`config.mk`:
```
export PLATFORM = sky130hd
export DESIGN_NAME = soc_ram_mp
export DESIGN_NICKNAME = d
export VERILOG_FILES = /design/src/rtl/soc_ram_mp_pkg.sv /design/src/rtl/soc_ram_rr_arb.sv /design/src/rtl/soc_ram_mp.sv
export SDC_FILE = /design/constraint.sdc
export NUM_CORES = 2
export LEC_CHECK = 0
export CAP_MARGIN = 5
export CORE_MARGIN = 2
export CORE_UTILIZATION = 51
export CTS_CLUSTER_DIAMETER = 100
export DETAILED_ROUTE_END_ITERATION = 10
export PLACE_DENSITY_LB_ADDON = 0.2
export SLEW_MARGIN = 25
export SYNTH_ARGS = -nofsm -noshare
export SYNTH_HDL_FRONTEND = slang
export SYNTH_SLANG_ARGS = --single-unit
```
`constraint.sdc`:
```
create_clock -name ram_clk -period 4.1 [get_ports ram_clk]
set_clock_uncertainty 0.15 [all_clocks]
set_input_delay 0.615 -clock ram_clk [delete_from_list [all_inputs] [get_ports ram_clk]]
set_output_delay 0.615 -clock ram_clk [all_outputs]
set_load 0.005 [all_outputs]
```
`src/rtl/soc_ram_mp_pkg.sv`:
```
// Shared sizing helpers and parameter bounds for the multi-port RAM.
package soc_ram_mp_pkg;

  localparam int unsigned MAX_PORTS        = 8;
  localparam int unsigned MIN_READ_LATENCY = 1;
  localparam int unsigned MAX_READ_LATENCY = 2;

  // Bytes per word.
  function automatic int unsigned nbytes(input int unsigned width);
    return width / 8;
  endfunction

  // Words held by a byte-sized memory.
  function automatic int unsigned words(input int unsigned size, input int unsigned width);
    return size / nbytes(width);
  endfunction

endpackage

```
`src/rtl/soc_ram_rr_arb.sv`:
```
// Round-robin arbiter: one-hot grant searched upward from a rotating pointer.
module soc_ram_rr_arb #(
  parameter int unsigned NPORTS = 2,
  localparam int unsigned IDX_W = (NPORTS > 1) ? $clog2(NPORTS) : 1
) (
  input  logic              clk,
  input  logic              rst_n,
  input  logic [NPORTS-1:0] req,
  output logic [NPORTS-1:0] grant_c,
  output logic [IDX_W-1:0]  grant_idx_c,
  output logic              grant_vld_c
);

  logic [IDX_W-1:0] ptr_q;
  logic [IDX_W-1:0] cand_c;

  // First requester at or after the pointer, wrapping modulo NPORTS.
  always_comb begin
    grant_c     = '0;
    grant_idx_c = '0;
    grant_vld_c = 1'b0;
    cand_c      = '0;
    for (int k = 0; k < NPORTS; k++) begin
      cand_c = IDX_W'((32'(ptr_q) + 32'(k)) % NPORTS);
      if (!grant_vld_c && req[cand_c]) begin
        grant_vld_c     = 1'b1;
        grant_c[cand_c] = 1'b1;
        grant_idx_c     = cand_c;
      end
    end
  end

  // Pointer moves just past the winner; idle cycles leave it alone.
  always_ff @(posedge clk or negedge rst_n) begin
    if (!rst_n) begin
      ptr_q <= '0;
    end else if (grant_vld_c) begin
      ptr_q <= (32'(grant_idx_c) == NPORTS - 1) ? '0 : grant_idx_c + IDX_W'(1);
    end
  end

endmodule

```
`src/rtl/soc_ram_mp.sv`:
```
// Multi-port RAM: NPORTS requesters share one byte-enabled word array.
module soc_ram_mp
  import soc_ram_mp_pkg::*;
#(
  parameter int unsigned ADDR_MSB     = 6,
  parameter int unsigned MEM_SIZE     = 256,
  parameter int unsigned DATA_WIDTH   = 16,
  parameter int unsigned NPORTS       = 2,
  parameter int unsigned READ_LATENCY = 1
) (
  input  logic                                   ram_clk,
  input  logic                                   reset_n,
  input  logic [NPORTS-1:0]                      port_cen,
  input  logic [NPORTS*(DATA_WIDTH/8)-1:0]       port_wen,
  input  logic [NPORTS*(ADDR_MSB+1)-1:0]         port_addr,
  input  logic [NPORTS*DATA_WIDTH-1:0]           port_din,
  output logic [NPORTS*DATA_WIDTH-1:0]           port_dout,
  output logic [NPORTS-1:0]                      port_wait,
  output logic [NPORTS-1:0]                      port_rvalid
);

  localparam int unsigned NB     = nbytes(DATA_WIDTH);
  localparam int unsigned AW     = ADDR_MSB + 1;
  localparam int unsigned NWORDS = words(MEM_SIZE, DATA_WIDTH);
  localparam int unsigned MW     = (NWORDS > 1) ? $clog2(NWORDS) : 1;
  localparam int unsigned IDX_W  = (NPORTS > 1) ? $clog2(NPORTS) : 1;

  // Elaboration-time parameter sanity.
  if (NPORTS < 1 || NPORTS > MAX_PORTS) begin : g_bad_nports
    $error("soc_ram_mp: NPORTS out of range");
  end
  if (READ_LATENCY < MIN_READ_LATENCY || READ_LATENCY > MAX_READ_LATENCY) begin : g_bad_lat
    $error("soc_ram_mp: READ_LATENCY must be 1 or 2");
  end

  logic [NPORTS-1:0]     req_c;
  logic [NPORTS-1:0]     grant_c;
  logic [IDX_W-1:0]      gidx_c;
  logic                  gvld_c;

  logic [NB-1:0]         g_wen_c;
  logic [AW-1:0]         g_addr_c;
  logic [DATA_WIDTH-1:0] g_din_c;
  logic [MW-1:0]         g_row_c;
  logic                  g_inr_c;
  logic                  g_rd_c;
  logic                  g_wr_c;

  logic [DATA_WIDTH-1:0] mem [NWORDS];

  logic                  fin_vld;
  logic [IDX_W-1:0]      fin_idx;
  logic                  fin_inr;
  logic [DATA_WIDTH-1:0] fin_data;

  logic [DATA_WIDTH-1:0] dout_q [NPORTS];
  logic [NPORTS-1:0]     rvalid_q;

  // Requests are masked in reset so nothing is granted or shown waiting.
  assign req_c     = ~port_cen & {NPORTS{reset_n}};
  assign port_wait = req_c & ~grant_c;

  soc_ram_rr_arb #(.NPORTS(NPORTS)) u_arb (
    .clk         (ram_clk),
    .rst_n       (reset_n),
    .req         (req_c),
    .grant_c     (grant_c),
    .grant_idx_c (gidx_c),
    .grant_vld_c (gvld_c)
  );

  // Steer the winning port's request fields onto the shared array port.
  always_comb begin
    g_wen_c  = '1;
    g_addr_c = '0;
    g_din_c  = '0;
    for (int p = 0; p < NPORTS; p++) begin
      if (grant_c[p]) begin
        g_wen_c  = port_wen[p*NB +: NB];
        g_addr_c = port_addr[p*AW +: AW];
        g_din_c  = port_din[p*DATA_WIDTH +: DATA_WIDTH];
      end
    end
  end

  assign g_inr_c = (32'(g_addr_c) < NWORDS);
  assign g_row_c = MW'(g_addr_c);
  assign g_rd_c  = gvld_c & (g_wen_c == '1);
  assign g_wr_c  = gvld_c & (g_wen_c != '1) & g_inr_c;

  // Byte-lane writes; out-of-range addresses never touch the array.
  always_ff @(posedge ram_clk) begin
    if (g_wr_c) begin
      for (int b = 0; b < NB; b++) begin
        if (!g_wen_c[b]) mem[g_row_c][b*8 +: 8] <= g_din_c[b*8 +: 8];
      end
    end
  end

  if (READ_LATENCY == 2) begin : g_lat2
    logic                  s1_vld;
    logic [IDX_W-1:0]      s1_idx;
    logic                  s1_inr;
    logic [DATA_WIDTH-1:0] s1_data;

    // Extra read stage carrying the destination port and range flag.
    always_ff @(posedge ram_clk or negedge reset_n) begin
      if (!reset_n) begin
        s1_vld  <= 1'b0;
        s1_idx  <= '0;
        s1_inr  <= 1'b0;
        s1_data <= '0;
      end else begin
        s1_vld  <= g_rd_c;
        s1_idx  <= gidx_c;
        s1_inr  <= g_inr_c;
        s1_data <= mem[g_row_c];
      end
    end

    assign fin_vld  = s1_vld;
    assign fin_idx  = s1_idx;
    assign fin_inr  = s1_inr;
    assign fin_data = s1_data;
  end else begin : g_lat1
    assign fin_vld  = g_rd_c;
    assign fin_idx  = gidx_c;
    assign fin_inr  = g_inr_c;
    assign fin_data = mem[g_row_c];
  end

  // Per-port output registers: only the addressed port's data changes.
  always_ff @(posedge ram_clk or negedge reset_n) begin
    if (!reset_n) begin
      for (int p = 0; p < NPORTS; p++) dout_q[p] <= '0;
      rvalid_q <= '0;
    end else begin
      rvalid_q <= '0;
      if (fin_vld) begin
        rvalid_q[fin_idx] <= 1'b1;
        dout_q[fin_idx]   <= fin_inr ? fin_data : '0;
      end
    end
  end

  for (genvar p = 0; p < NPORTS; p++) begin : g_dout
    assign port_dout[p*DATA_WIDTH +: DATA_WIDTH] = dout_q[p];
  end

  assign port_rvalid = rvalid_q;

endmodule

```
==> results.py <==
metrics = {
    "route": {
        "post_drt_wl_per_cell_um": 34.1,
        "viasPerCell": 6.63,
        "vias": 55700,
        "ant_nets": 0,
        "remaining_drc_errors": 0,
        "dr.pass1.iters": 8,
        "wl_um": 287000,
        "drt_iter0_markers": 9909,
    },
    "synth": {
        "netlist_area_sq_um": 81800,
        "synth_warnings": 0,
        "synthCells": 5089,
        "yosysTopAreaCell": "edfxtp_1",
        "yosysSeqAreaShare_pct": 76.3,
        "synth_cell_type_count": 83,
        "synthAdderAreaFrac_pct": 0,
        "synth_edf_count": 2048,
        "async_flop_share_pct": 1.68,
        "muxShareOfSynthArea_pct": 5.59,
        "synth_top_area_share_pct": 75.2,
        "ys.flop_type": "edfxtp_1",
        "syn_area_per_cell_sq_um": 16.1,
        "synth_seq_cells": 2083,
        "synth-compound-area-share_pct": 11.0,
        "synth-simple-area-share_pct": 4.92,
        "synth_area_leaders": "edfxtp_1 (75%), mux2i_1 (4.3%), a22oi_1 (2.0%)",
        "synth_fp_nets": 5143,
        "synth_top_family_by_area": "compound AO/OA/AOI/OAI gates",
        "synthXorXnorAreaFrac_pct": 0,
    },
    "finish": {
        "layout-drive-gt1-share_pct": 25.7,
        "nets": 6202,
        "stdcell_count": 8403,
        "fin_area_sq_um": 101000,
        "syn_to_final_growth_pct": 24.0,
    },
    "placed_design": {
        "place.gp.congestion": 1.00,
        "preCtsSetupSlack_ps": -1120,
        "dp.cells": 8001,
        "port_buffers": 89,
        "dpl.hpwl_um": 195000,
        "placed_area_sq_um": 94300,
    },
    "power": {
        "clockPowerShare_pct": 39.1,
        "power.leakage_nw": 35.1,
        "sw_frac_of_total_pct": 24.5,
        "p_switching_w": 0.0119,
        "irDropWorstVdd_mv": 0.511,
        "comb_power_share_pct": 11.5,
        "p_int_w": 0.0366,
        "power.density_nw_per_um2": 478,
        "p_seq_share_pct": 49.4,
    },
    "cts": {
        "cts_tree": "built",
        "ctsRootBufferMaster": "clkbuf_16",
        "cts.path.max_buffers": 3,
        "cts.sinks": 2083,
        "cts_made_buffers": 204,
        "worstSkewPairLatency_ps": 880,
        "clkSlewWorstSetupHoldPaths_ps": 60,
        "cts_max_level": 4,
    },
    "status": {
        "outcome": "finished, final reports clean",
    },
    "global_routing": {
        "met1_usage_pct": 48.5,
        "antenna_found_initial": 18,
        "grt_pass1_vias": 53500,
        "gr-total-overflow": 0,
        "grt_pass1_wl_um": 400000,
        "grt_use_met2_pct": 51.4,
        "grt_max_degree": 129,
        "grt_use_met3_pct": 10.0,
        "top_usage_layer": "met2",
        "track_usage_pct": 34.8,
    },
    "worst_hold_path": {
        "hold_path.class": "input port to asynchronous set/reset pin",
    },
    "sta": {
        "hold_ws_ps": 210,
        "fin_ws_ps": 9.78,
        "worst_pin_slew_ps": 1030,
        "clock.fmax_mhz": 244,
        "setup_violations": 0,
        "hold_viol": 0,
        "min_period_over_period_pct": 99.8,
        "fin_crit_ps": 4090,
        "relSlewSlack_pct": 31.3,
        "slew_violations": 0,
        "rsz0062_at_grt": "no",
        "finalSetupTns_ps": 0,
    },
    "floorplan": {
        "fp.dieW_um": 404,
        "initial_core_util_pct": 51.5,
        "coreArea_sq_um": 159000,
        "die_area_sq_um": 164000,
        "die_h_um": 404,
        "fp-row-count": 146,
        "ioPinCount": 90,
    },
    "worst_setup_path": {
        "critPathMaxFanout": 15,
        "cp.arrival_ps": 4740,
        "critPathCaptureType": "register",
        "start_kind": "register",
        "worstSetupPathType": "register to register",
        "required_ps": 4750,
    },
    "flow_run": {
        "maxCapViolCount": 0,
    },
}
==> registers in the layout, indices dropped and copies added, names as in the netlist <==
signal / count
mem: 2048
port_dout: 32
port_rvalid: 2
u_arb.ptr_q: 1
==> metal layers <==
metal	wire length [um]	up-vias
met5	83	-
met4	13800	12
met3	41500	750
met2	125000	4343
met1	106000	28000
li1	-	22600
==> cell usage in the layout, fill, tap and decap left out, types with 21 or more instances in the layout <==
master,instances
clkbuf_16,210
clkinv_1,40
a222oi_1,44
and3_1,22
a22oi_1,212
edfxtp_1,2048
mux2i_1,353
o22ai_1,223
bufinv_16,21
buf_12,158
mux2_2,82
dfrtp_1,34
a221oi_1,66
a21oi_1,157
clkbuf_1,45
o21ai_0,122
a21o_1,46
a221o_1,31
a211oi_1,32
a22o_1,51
clkinv_2,42
nand3_1,128
nand2_1,391
clkdlybuf4s50_1,88
buf_4,963
nor2_1,288
a31oi_1,37
a211o_1,24
==> logic make-up (layout without fill, tap and decap cells) <==
kind of cell | after synthesis | count (layout)
AND/OR/NAND/NOR | 941 | 941
multiplexers | 441 | 441
buffers and inverters | 374 | 1609
other | 0 | 7
AO/OA/AOI/OAI | 1250 | 1250
flip-flops | 2083 | 2083
==> cell usage after synthesis (7+ instances only) <==
master,number
a21o_1,46
dfrtp_1,35
buf_4,18
a22o_1,70
a22oi_1,218
a211oi_1,32
o31ai_1,9
and3_1,22
a32oi_1,7
buf_6,15
inv_1,8
nor4_1,11
nor2_1,300
nand2_1,395
a21oi_1,158
a31oi_1,37
mux2i_1,353
a221oi_1,69
a222oi_1,44
or3_1,11
nand3_1,132
edfxtp_1,2048
nor3_1,19
buf_2,149
nand4_1,17
o21ai_0,129
a221o_1,31
o22a_1,7
mux2_2,82
a41o_1,10
o41ai_1,12
o22ai_1,224
clkbuf_1,154
a32o_1,17
buf_1,29
a211o_1,24
o221ai_1,14
o2bb2ai_1,17
a2bb2oi_1,10
nand2b_1,7
==> area by class of cell <==
class / count / area [sq um]
fillers: 11300 / 57300
flip-flops and latches: 2083 / 62400
well taps: 2072 / 2590
multi-input cells: 2632 / 18300
diodes: 7 / 17.5
inverters: 9 / 36.3
repair buffers: 1218 / 11400
clock buffers: 259 / 5470
clock inverters: 123 / 1240
==> final timing paths <==
check	start	end	depth (start not counted)	slack, ps
worst max-delay path	u_arb.ptr_q$_DFFE_PN0N_	port_dout[10]$_DFFE_PN0P_	18	10
worst min-delay path	reset_n	port_rvalid[1]$_DFF_PN0_	3	210
worst max register to register	u_arb.ptr_q$_DFFE_PN0N_	port_dout[10]$_DFFE_PN0P_	18	10
worst min register to register	port_dout[0]$_DFFE_PN0P_	port_dout[0]$_DFFE_PN0P_	1	360
max in group asynchronous	reset_n	port_dout[16]$_DFFE_PN0P_	3	3100
min in group ram_clk	port_dout[0]$_DFFE_PN0P_	port_dout[0]$_DFFE_PN0P_	1	360
==> per-stage QoR <==
step           power (W)  util [%]
3_5_place_dp      0.0297      59.4
2_1_floorplan     0.0265         -
5_1_grt           0.0494      63.9
6_report          0.0485      63.9
3_3_place_gp      0.0296      59.4
4_1_cts           0.0483      63.7
==> power groups by stage <==
| stage | Sequential (W) | Combinational (W) | Clock (W) |
|---|---|---|---|
| floorplan | 0.0243 | 0.00216 | 0 |
| global placement | 0.0244 | 0.00524 | 0 |
| detailed placement | 0.0244 | 0.00531 | 0 |
| CTS | 0.0239 | 0.00535 | 0.0190 |
| global route | 0.0239 | 0.00569 | 0.0198 |
| finish | 0.0239 | 0.00560 | 0.0190 |
==> critical path: stages (launching register included) <==
cell       delay [ps]
dfrtp_2           400
o21ba_4           200
buf_4             150
a22oi_4            80
buf_12            160
clkbuf_16         170
buf_12            130
buf_4             160
a21oi_4           270
buf_4             240
buf_12            170
buf_4             160
a211oi_1           60
a311oi_1          510
buf_4             220
o31ai_1            70
a41o_1            250
o21ai_1           270
o31a_1            170
==> repair_timing <==
item | CTS | global route
cloned | 0 | 1
buffers inserted | 4 | 7
hold buffers | 1 | 0
endpoints found under the hold margin | 35 | 0
resized for setup | 10 | 42
pin swaps | 2 | 7
endpoints found under the setup margin | 22 | 26
Note: power is estimated with default switching activity, not from simulation.
